[src/rtl/quad_step_decoder.sv]
// Quadrature front end: sync, glitch filter, Gray-code FSM.
// Optional saturating error counter enabled by QDEC_ERR_CNT_EN.
module quad_step_decoder #(
  parameter int FILT_LEN = 4
) (
  input  logic       C,
  input  logic       CLR,
  input  logic       A,
  input  logic       B,
  output logic       Step,
  output logic       Up_Down,
  output logic       Err,
  output logic [3:0] Err_Cnt
);

  localparam logic [3:0] FL = 4'(FILT_LEN);

  typedef enum logic {INIT, TRACK} state_t;

  state_t     state;
  state_t     state_nxt;
  logic [1:0] s1;
  logic [1:0] s2;
  logic [1:0] f;
  logic [1:0] f_nxt;
  logic [1:0] cand;
  logic [1:0] cand_nxt;
  logic [3:0] cnt;
  logic [3:0] cnt_nxt;
  logic [3:0] n;
  logic       hit;
  logic       up;
  logic       dn;
  logic       step_nxt;
  logic       ud_nxt;
  logic       err_nxt;

  // Two-flop synchronizer for both phases
  always_ff @(posedge C) begin
    if (CLR) begin
      s1 <= 2'b00;
      s2 <= 2'b00;
    end else begin
      s1 <= {A, B};
      s2 <= s1;
    end
  end

  // Stability count, acceptance and Gray-code decode
  always_comb begin
    state_nxt = state;
    f_nxt     = f;
    cand_nxt  = cand;
    cnt_nxt   = cnt;
    step_nxt  = 1'b0;
    err_nxt   = 1'b0;
    ud_nxt    = Up_Down;
    n   = (cnt != 4'd0 && s2 == cand) ? cnt + 4'd1 : 4'd1;
    hit = (n == FL);
    up  = (f == 2'b00 && s2 == 2'b10) ||
          (f == 2'b10 && s2 == 2'b11) ||
          (f == 2'b11 && s2 == 2'b01) ||
          (f == 2'b01 && s2 == 2'b00);
    dn  = (f == 2'b10 && s2 == 2'b00) ||
          (f == 2'b11 && s2 == 2'b10) ||
          (f == 2'b01 && s2 == 2'b11) ||
          (f == 2'b00 && s2 == 2'b01);
    if (state == TRACK && s2 == f) begin
      cnt_nxt = 4'd0;
    end else if (hit) begin
      cnt_nxt = 4'd0;
      f_nxt   = s2;
      if (state == INIT) begin
        state_nxt = TRACK;
      end else begin
        unique case (1'b1)
          up: begin
            step_nxt = 1'b1;
            ud_nxt   = 1'b1;
          end
          dn: begin
            step_nxt = 1'b1;
            ud_nxt   = 1'b0;
          end
          default: err_nxt = 1'b1;
        endcase
      end
    end else begin
      cnt_nxt  = n;
      cand_nxt = s2;
    end
  end

  // State, filtered pair and registered outputs
  always_ff @(posedge C) begin
    if (CLR) begin
      state   <= INIT;
      f       <= 2'b00;
      cand    <= 2'b00;
      cnt     <= 4'd0;
      Step    <= 1'b0;
      Up_Down <= 1'b1;
      Err     <= 1'b0;
    end else begin
      state   <= state_nxt;
      f       <= f_nxt;
      cand    <= cand_nxt;
      cnt     <= cnt_nxt;
      Step    <= step_nxt;
      Up_Down <= ud_nxt;
      Err     <= err_nxt;
    end
  end

`ifdef QDEC_ERR_CNT_EN
  logic [3:0] ecnt;

  // Saturating count of illegal jumps
  always_ff @(posedge C) begin
    if (CLR) begin
      ecnt <= 4'd0;
    end else if (err_nxt && ecnt != 4'hF) begin
      ecnt <= ecnt + 4'd1;
    end
  end

  assign Err_Cnt = ecnt;
`else
  assign Err_Cnt = 4'b0000;
`endif

endmodule

[config.mk]
export PLATFORM = sky130hd
export DESIGN_NAME = quad_step_decoder
export DESIGN_NICKNAME = d
export VERILOG_FILES = /design/src/rtl/quad_step_decoder.sv
export SDC_FILE = /design/constraint.sdc
export NUM_CORES = 1
export LEC_CHECK = 0
export CORE_MARGIN = 1.5
export CORE_UTILIZATION = 55
export CTS_CLUSTER_SIZE = 24
export DETAILED_ROUTE_END_ITERATION = 16
export GPL_TIMING_DRIVEN = 0
export HOLD_SLACK_MARGIN = 0.08
export PLACE_DENSITY_LB_ADDON = 0.05
export SYNTH_ARGS = -nofsm -noshare
export SYNTH_HDL_FRONTEND = slang
export SYNTH_SLANG_ARGS = --single-unit
[constraint.sdc]
create_clock -name C -period 4.3 [get_ports C]
set_input_delay 0.86 -clock C [delete_from_list [all_inputs] [get_ports C]]
set_output_delay 0.86 -clock C [all_outputs]
set_load 0.02 [all_outputs]
==> flow_summary_export.csv <==
group,metric,value,unit
place,dp_hpwl,952,µm
clock_tree,insertion_delay,290,ps
clock_tree,htreeDepth,1,
critical_path,crit_type,"reg2out",
critical_path,slowest_stage,"clkdlybuf4s50_1",
logic_synthesis,syn_area,783,µm²
critical_path,cp.required,3440,ps
finish,drive_gt1_frac,0.156,
logic_synthesis,ys_ff_latch,16,
grt,grt-ovfl-total,0,
floorplanning,die_x,40.7,µm
logic_synthesis,synth_top_family_by_area,"simple AND/OR/NAND/NOR gates",
grt,gr-usage-all-layers,0.185,
logic_synthesis,synth_common_cells,"dfxtp_1, nor2_1, nand3_1",
power,power_density,324,mW/mm²
flow_run,maxCapViolCount,0,
finish,diodes,0,
logic_synthesis,synth_top_area_frac,0.409,
sta,fin_skew,2.28,ps
critical_path,crit_family,"buffers and inverters",
drt,totalWireLength,1240,µm
finish,fill_cells,118,
drt,firstDrtPassIters,4,
finish,fin_nets,97,
finish,final_cell_area,910,µm²
drt,wl_per_cell,11.8,µm
hold_path,hold_class,"reg2reg",
drt,drtAntennaViolNets,0,
sta,slew_viol_final,0,
floorplanning,core_area,0.00132,mm²
floorplanning,die_height,40.7,µm
power,leakage,0.353,nW
sta,fmax,479,MHz
clock_tree,hold_buffers,0,
logic_synthesis,synthCells,77,
logic_synthesis,ys_seq_area_frac,0.409,
sta,final.setup.tns,0,ps
floorplanning,dieArea,0.00166,mm²
critical_path,critPathBufInv,1,
clock_tree,post_cts_buffers,0,
critical_path,cp-startpoint,"Up_Down",
logic_synthesis,synthMuxAreaShare,0.0383,
drt,viasPerCell,5.17,
place,gp_congestion,0.717,
floorplanning,start_util,0.594,
critical_path,timing.rr.start,"cnt[0]",
critical_path,slowest_delay,600,ps
critical_path,worstPathArrival,1230,ps
logic_synthesis,avgSynthCellArea,10.2,µm²
clock_tree,root_buffer,"clkbuf_4",
clock_tree,clk_pin_slew,90,ps
logic_synthesis,yosysTopAreaCell,"dfxtp_1",
drt,first_iter_violations,9,
grt,grt_start_max_net_pins,11,
place,placed_cell_area,873,µm²
clock_tree,clkSinkCount,16,
clock_tree,cts_tree,"yes",
floorplanning,ios,11,
logic_synthesis,synthAdderAreaFrac,0.0319,
logic_synthesis,ys_async_sr_fraction,0,
logic_synthesis,synth-xor-area-share,0.131,
critical_path,crit_fanout,2,
grt,grt_pass1_wl,1930,µm
grt,antenna_found_initial,0,
sta,rsz0062_at_grt,"false",
grt,grt_pass1_vias,478,
sta,report.final.hold_viol_count,0,
sta,fin_crit_sh,0.486,
clock_tree,clk_path_buf_depth,2,
finish,syn_to_final_growth,16.1,%
logic_synthesis,synth.most_common_cell,"dfxtp_1",
critical_path,worstSetupEndpointType,"output pin",
logic_synthesis,yosysWarnings,0,
logic_synthesis,synth-edff-count,0,
sta,setup_violations,0,
clock_tree,cts.repair.resized,0,
logic_synthesis,yosysUniqueCellTypes,27,
sta,fin_crit,2090,ps
place,port_buffers,6,
logic_synthesis,ys.flop_type,"dfxtp_1",
drt,route.vias.total,543,
critical_path,critPathLaunchType,"flip-flop",
critical_path,crit_chain,"clkdlybuf4s50_1",
hold_path,hold_start,"s1[0]",
finish,utilization,0.690,
status,status,"finished, final reports clean",
logic_synthesis,synthTopCellsByArea,"dfxtp_1, xnor2_1, xor2_1, xnor2_2, mux2i_1",
logic_synthesis,yosys.area_share.simple,0.200,
drt,drc_errors,0,
clock_tree,cts_buffers,3,
logic_synthesis,synth_compound_area_frac,0.128,
floorplanning,rows,13,
power,ir_worst_vdd,0.174,mV
cell type report:
type | instances | area, µm² | share of cell area
multi-input combinational | 56 | 429 | 0.472
sequential | 16 | 320 | 0.352
timing repair buffer | 6 | 60.1 | 0.0660
clock buffer | 4 | 36.3 | 0.0399
buffer | 5 | 33.8 | 0.0371
tap | 15 | 18.8 | 0.0206
inverter | 3 | 11.3 | 0.0124
routing by layer:
metal | part of all wire | wire [µm] | GRT usage
met4 | 0.014 | 18 | 0.125
met2 | 0.47 | 589 | 0.302
met5 | 0 | 0 | 0
met1 | 0.47 | 583 | 0.211
met3 | 0.041 | 51 | 0.0489
layout by cell type, fill, tap and decap left out, types with 2 or more instances in the layout:
| cell | synthesis | final |
|---|---|---|
| dfxtp_1 | 16 | 16 |
| nor2_1 | 6 | 6 |
| clkdlybuf4s50_1 | 0 | 6 |
| nand3_1 | 5 | 5 |
| xnor2_1 | 4 | 4 |
| xor2_1 | 4 | 4 |
| nand2b_1 | 4 | 4 |
| nor2b_1 | 4 | 4 |
| buf_4 | 4 | 4 |
| conb_1 | 1 | 4 |
| inv_1 | 3 | 3 |
| a21oi_1 | 3 | 3 |
| mux2i_1 | 3 | 3 |
| clkbuf_4 | 0 | 3 |
| nor4b_2 | 2 | 2 |
| o21ai_1 | 2 | 2 |
| xnor2_2 | 2 | 2 |
| nor3_1 | 2 | 2 |
| ha_1 | 2 | 2 |
report_power, final:
group | leakage (nW) | internal [mW] | total, mW | switching (mW)
sequential | 0.130 | 0.152 | 0.156 | 0.00441
clock | 0.0210 | 0.0516 | 0.101 | 0.0491
combinational | 0.201 | 0.0174 | 0.0376 | 0.0201
total | 0.353 | 0.221 | 0.295 | 0.0737
cells by family (layout without fill, tap and decap cells):
kind of cell	Yosys count	count (layout)
xor gates and xnor gates	10	10
buffers and inverters	8	18
and+or+nand+nor	25	25
adders and majority gates	2	2
DFF	16	16
muxes	3	3
AOI/OAI and AO/OA	12	12
other	1	4
worst paths after layout:
kind              endpoint  slack, ps  cells after the start
setup / recovery   Up_Down       2210                      1
hold / removal       s2[0]        440                      1
setup reg to reg   Up_Down       2360                      6
hold reg to reg      s2[0]        440                      1
stage by stage:
stage | power (mW) | hold WS (ps) | setup slack [ps] | cells
floorplan | 0.189 | 414 | 2590 | 80
global placement | 0.197 | 417 | 2200 | 101
detailed placement | 0.197 | 426 | 2210 | 101
CTS | 0.297 | 448 | 2210 | 105
global route | 0.306 | 468 | 2170 | 105
finish | 0.295 | 443 | 2210 | 105
state kept, by name, indices dropped and copies added, names as in the netlist:
name	cells
s2	2
s1	2
Up_Down	1
Err	1
cnt	4
state	1
Step	1
cand	2
f	2
No activity file was read; power rests on OpenSTA's default activity.
